**config.mk**
```make
export PLATFORM = sky130hd
export DESIGN_NAME = layer_gate_accum
export DESIGN_NICKNAME = d
export VERILOG_FILES = /design/src/rtl/layer_gate_accum.sv
export SDC_FILE = /design/constraint.sdc
export NUM_CORES = 1
export LEC_CHECK = 0
export CORE_MARGIN = 2
export CORE_UTILIZATION = 49
export CTS_CLUSTER_SIZE = 25
export DETAILED_ROUTE_END_ITERATION = 12
export PLACE_DENSITY = 0.86
export SLEW_MARGIN = 25
export SYNTH_ARGS = -nofsm -noshare
export SYNTH_HDL_FRONTEND = slang
export SYNTH_SLANG_ARGS = --single-unit
export TNS_END_PERCENT = 20
```
**constraint.sdc**
```tcl
create_clock -name clk -period 6.4 [get_ports clk]
set_clock_uncertainty 0.15 [all_clocks]
set_input_delay 0.64 -clock clk [delete_from_list [all_inputs] [get_ports clk]]
set_output_delay 0.64 -clock clk [all_outputs]
set_load 0.02 [all_outputs]
```
**src/rtl/layer_gate_accum.sv**
```systemverilog
// layer_gate_accum
//   Sums the three evaluation points of ngates per-gate compute units into a
//   three-element field accumulator, one gate per cycle, modulo F_Q.
//   A round starts on a rising edge of en while idle. It then waits for every
//   gate to report ready and accumulates gates 0..ngates-1 in turn.
//
// Ports
//   clk          single clock, all state on its rising edge
//   rstb         synchronous active-low reset
//   en           start request (rising-edge detected, ignored while busy)
//   gate_ready   per-gate ready; only looked at on start and in WAIT
//   gate_in      element 3*g+k = gate g evaluated at point k (k = 0..2)
//   ready        idle and sum_out valid (drops combinationally on start)
//   ready_pulse  one-cycle pulse on the rising edge of ready
//   sum_out      element k = sum over gates of gate_in[3*g+k], mod F_Q

`ifndef F_NBITS
`define F_NBITS 8
`endif
`ifndef F_Q
`define F_Q 251
`endif

module layer_gate_accum #(
   parameter int ngates = 8,
   parameter int ngbits = (ngates > 1) ? $clog2(ngates) : 1
) (
   input  logic                clk,
   input  logic                rstb,
   input  logic                en,
   input  logic [ngates-1:0]   gate_ready,
   input  logic [`F_NBITS-1:0] gate_in [3*ngates-1:0],
   output logic                ready,
   output logic                ready_pulse,
   output logic [`F_NBITS-1:0] sum_out [2:0]
);

   localparam int         W = `F_NBITS;
   localparam logic [W:0] Q = (W+1)'(`F_Q);

   typedef enum logic [1:0] {IDLE, WAIT, ACC} state_t;

   state_t            state_q, state_d;
   logic [ngbits-1:0] cnt_q, cnt_d;
   logic [W-1:0]      sum_q [2:0];
   logic [W-1:0]      sum_d [2:0];
   logic [W-1:0]      acc_sum [2:0];
   logic              en_dly_q, en_dly_d;
   logic              ready_dly_q, ready_dly_d;
   logic              start;

   // Operands are canonical (< F_Q), so one conditional subtract suffices;
   // the extra carry bit keeps a+b from wrapping before the compare.
   function automatic logic [W-1:0] modadd(input logic [W-1:0] a, input logic [W-1:0] b);
      logic [W:0] s;
      s = {1'b0, a} + {1'b0, b};
      if (s >= Q) s = s - Q;
      return s[W-1:0];
   endfunction

   // Three evaluation points accumulate in parallel from the current gate.
   for (genvar k = 0; k < 3; k++) begin : g_pt
      assign acc_sum[k] = modadd(sum_q[k], gate_in[3*int'(cnt_q) + k]);
   end

   assign start       = en & ~en_dly_q & (state_q == IDLE);
   assign ready       = (state_q == IDLE) & ~start;
   assign ready_pulse = ready & ~ready_dly_q;
   assign sum_out     = sum_q;

   always_comb begin
      state_d     = state_q;
      cnt_d       = cnt_q;
      sum_d       = sum_q;
      en_dly_d    = en;
      ready_dly_d = ready;
      case (state_q)
         IDLE: begin
            if (start) begin
               sum_d   = '{default: '0};
               cnt_d   = '0;
               state_d = (&gate_ready) ? ACC : WAIT;
            end
         end
         WAIT: begin
            if (&gate_ready) state_d = ACC;
         end
         ACC: begin
            sum_d = acc_sum;
            // The counter parks on the last gate rather than wrapping; the
            // next start clears it.
            if (cnt_q == ngbits'(ngates - 1)) state_d = IDLE;
            else                              cnt_d   = cnt_q + ngbits'(1);
         end
         default: state_d = IDLE;
      endcase
   end

   // en_dly/ready_dly reset high so a level held across reset is not seen as
   // an edge, and no ready_pulse fires on the first idle cycle.
   always_ff @(posedge clk) begin
      if (!rstb) begin
         state_q     <= IDLE;
         cnt_q       <= '0;
         sum_q       <= '{default: '0};
         en_dly_q    <= 1'b1;
         ready_dly_q <= 1'b1;
      end else begin
         state_q     <= state_d;
         cnt_q       <= cnt_d;
         sum_q       <= sum_d;
         en_dly_q    <= en_dly_d;
         ready_dly_q <= ready_dly_d;
      end
   end

endmodule

```
==> impl_metrics.yaml <==
sta:
  slew_headroom_pct: 34.53
  finalCritPeriodShare_pct: 87.98
  rsz0062_at_grt: "no"
  final-setup-viol-count: 0
  hold_violations: 0
  fmax_ghz: 0.1776
  layout_min_cycle_time_ns: 5.630
  tns_ns: 0
  slew_violations: 0
  tightest_slew_ns: 0.9810
setup_path:
  crit_fanout: 18
  slowest_stage: "xnor2_2"
  cp-end-kind: "flop"
  crit_chain: "ha_1 > inv_1 > fa_1 > inv_1 > ha_1 > xnor2_2 > mux4_2 > nand2_1 > o31ai_1 > ha_1 > a211oi_1 > nor2_1 > xor2_1 > nand3b_1 > a311oi_1 > mux2i_1 > a22o_1"
  crit_buf_inv: 2
  crit_path_start_kind: "flop"
  arrival_ns: 5.65
  cp_common_cell: "ha_1"
  max_stage_delay_ns: 0.66
  crit_family: "adder cells"
  critical_path_class: "flop to flop"
  required_ns: 6.42
die:
  die-area_um2: 16300
  die_y_um: 127.7
  num_rows: 45
  start_util_pct: 49.65
  ios: 229
  core_um2: 15090
  die_w_um: 127.7
yosys:
  synth.yosys.seq_area_share_pct: 8.283
  synth_seq_cells: 31
  synth_top_area_share_pct: 39.98
  synth-async-reset-ratio_pct: 0
  synth_mux_area_share_pct: 51.74
  netlist_top_cells_count: "133 x mux4_2, 88 x mux2i_1, 79 x nand2_1"
  synth_compound_area_share_pct: 13.56
  synth_warnings: 0
  synthTopCellsByArea: "mux4_2 40%, mux2i_1 12%, dfxtp_1 8.3%"
  ys.flop_type: "dfxtp_1"
  synth_adder_area_share_pct: 6.747
  syn_inst: 714
  synthXorXnorAreaFrac_pct: 3.490
  synth_area_leader_cell: "mux4_2"
  synth.net_count: 955
  yosysMostFrequentCell: "mux4_2"
  yosys.cell_types.count: 69
  synth_area_um2: 7492
  synth_top_family_by_area: "multiplexers"
  synth_edf_count: 0
  synth-simple-area-share_pct: 12.02
  avgSynthCellArea_um2: 10.49
global_routing:
  overflow: 0
  grt_max_degree: 134
  track_usage_pct: 29.06
  grt_pass1_vias: 7297
  antenna_found_initial: 0
  grt_pass1_wl_um: 37800
clock_tree:
  worstSkewPairLatency_ns: 0.28
  clockBufferDepth: 2
  clk_pin_slew_ns: 0.06
  cts_repair_resize_count: 0
  post_cts_buffers: 0
  cts.hold.buffers_added: 0
  cts_made_buffers: 5
  htreeDepth: 2
  clockRootBuffer: "clkbuf_16"
  clkSinkCount: 31
  cts_tree: "done"
routing:
  drcViolationCount: 0
  drtAntennaViolNets: 0
  drtPass1Iterations: 5
  finalWirelength_um: 23710
  num_vias: 7397
  vias_per_cell: 6.743
  wl_per_cell_um: 21.62
  drtIter0Drc: 583
placement:
  io_buffers: 228
  dpl.cell_count: 1089
  place_congestion: 0.9113
  dp.final_hpwl_um: 19600
  postPlaceCellArea_um2: 9891
pwr:
  total_power_w: 0.0008356
  p_per_area_nw_per_um2: 82.99
  power.leakage_nw: 4.023
  ir_worst_vdd_mv: 0.08563
flow_run:
  cap_violations: 0
cells_and_area:
  diodes: 0
  area_delta_synth_final_pct: 34.39
  post_route_cells_drive_above_1_share_pct: 19.69
  final-instance-count-excl-fill: 1097
  fin_util_pct: 66.72
  num-nets-final: 1149
  final_cell_area_um2: 10070
hold_path:
  hold_class: "flop to flop"
status:
  status: "completed"
[flip-flops by register name, summed over array words and instances (netlist names)]
| signal | flops |
|---|---|
| cnt_q | 3 |
| sum_out | 24 |
| state_q | 2 |
| ready_dly_q | 1 |
| en_dly_q | 1 |
[layer usage]
metal / vias to the layer above / share of wire [%] / GRT usage, %
met5: - / 0 / 0
met3: 65 / 8.4 / 4.800
met4: 0 / 3.5 / 10.41
li1: 3315 / - / -
met2: 396 / 51 / 51.59
met1: 3621 / 37 / 35.79
[path summary, 6_finish.rpt]
kind               from          end  slack [ns]  cells past startpoint
max            cnt_q[0]  sum_out[23]        0.77                     17
min          sum_out[8]   sum_out[8]        0.32                      2
max reg2reg    cnt_q[0]  sum_out[23]        0.77                     17
min reg2reg  sum_out[8]   sum_out[8]        0.32                      2
[worst min-delay path: stages (launching register included)]
cell and delay [ns]:
dfxtp_1 0.33, nand2_1 0.06, o21ai_1 0.05
[metrics by stage]
stage	hold slack (ns)	worst slack, ns
after floorplan	0.3225	1.246
after global placement	0.3147	0.9271
after detailed placement	0.3246	0.8480
after CTS	0.3314	0.7982
after global routing	0.3582	0.3699
final	0.3226	0.7696
[layout make-up]
class                      count  area [µm²]
clock inverter                 2       35.03
multi-input combinational    615        6583
fill                        1140        5021
tap                          188       235.2
inverter                      13       48.80
clock buffer                   6       138.9
timing repair buffer         242        2404
sequential                    31       624.3
[layout by cell type, fill, tap and decap left out, drive strengths merged, types with 3 or more instances in the layout]
master,n
a32oi,4
clkbuf,6
xor2,10
a21oi,22
o211a,3
nor4,6
o21ai,35
xnor2,16
nand4,8
o21a,4
or4,3
nand3b,3
a31oi,8
clkdlybuf4s50,228
or3,6
mux2i,88
or2,3
nand2b,8
a21o,8
nand3,13
nand2,80
ha,34
nor2,29
a22o,3
dfxtp,31
fa,4
inv,13
o31a,3
o31ai,19
mux4,133
nor3,10
buf,14
o211ai,7
a211oi,8
nor2b,8
[report_power, final]
part / internal [W] / total, W / switching, W
registers: 0.000194 / 0.000195 / 0.00000105
logic: 0.000216 / 0.000358 / 0.000142
clock network: 0.000193 / 0.000282 / 0.0000889
total: 0.000604 / 0.000836 / 0.000232
[kinds of logic (layout without fill, tap and decap cells)]
group | count (synthesis) | in the layout
compound gates | 143 | 143
simple gates | 187 | 187
fa+ha+maj | 38 | 38
flops | 31 | 31
buf+inv | 68 | 263
xor+xnor | 26 | 26
mux | 221 | 221
Power figures use the tool's default switching activity.
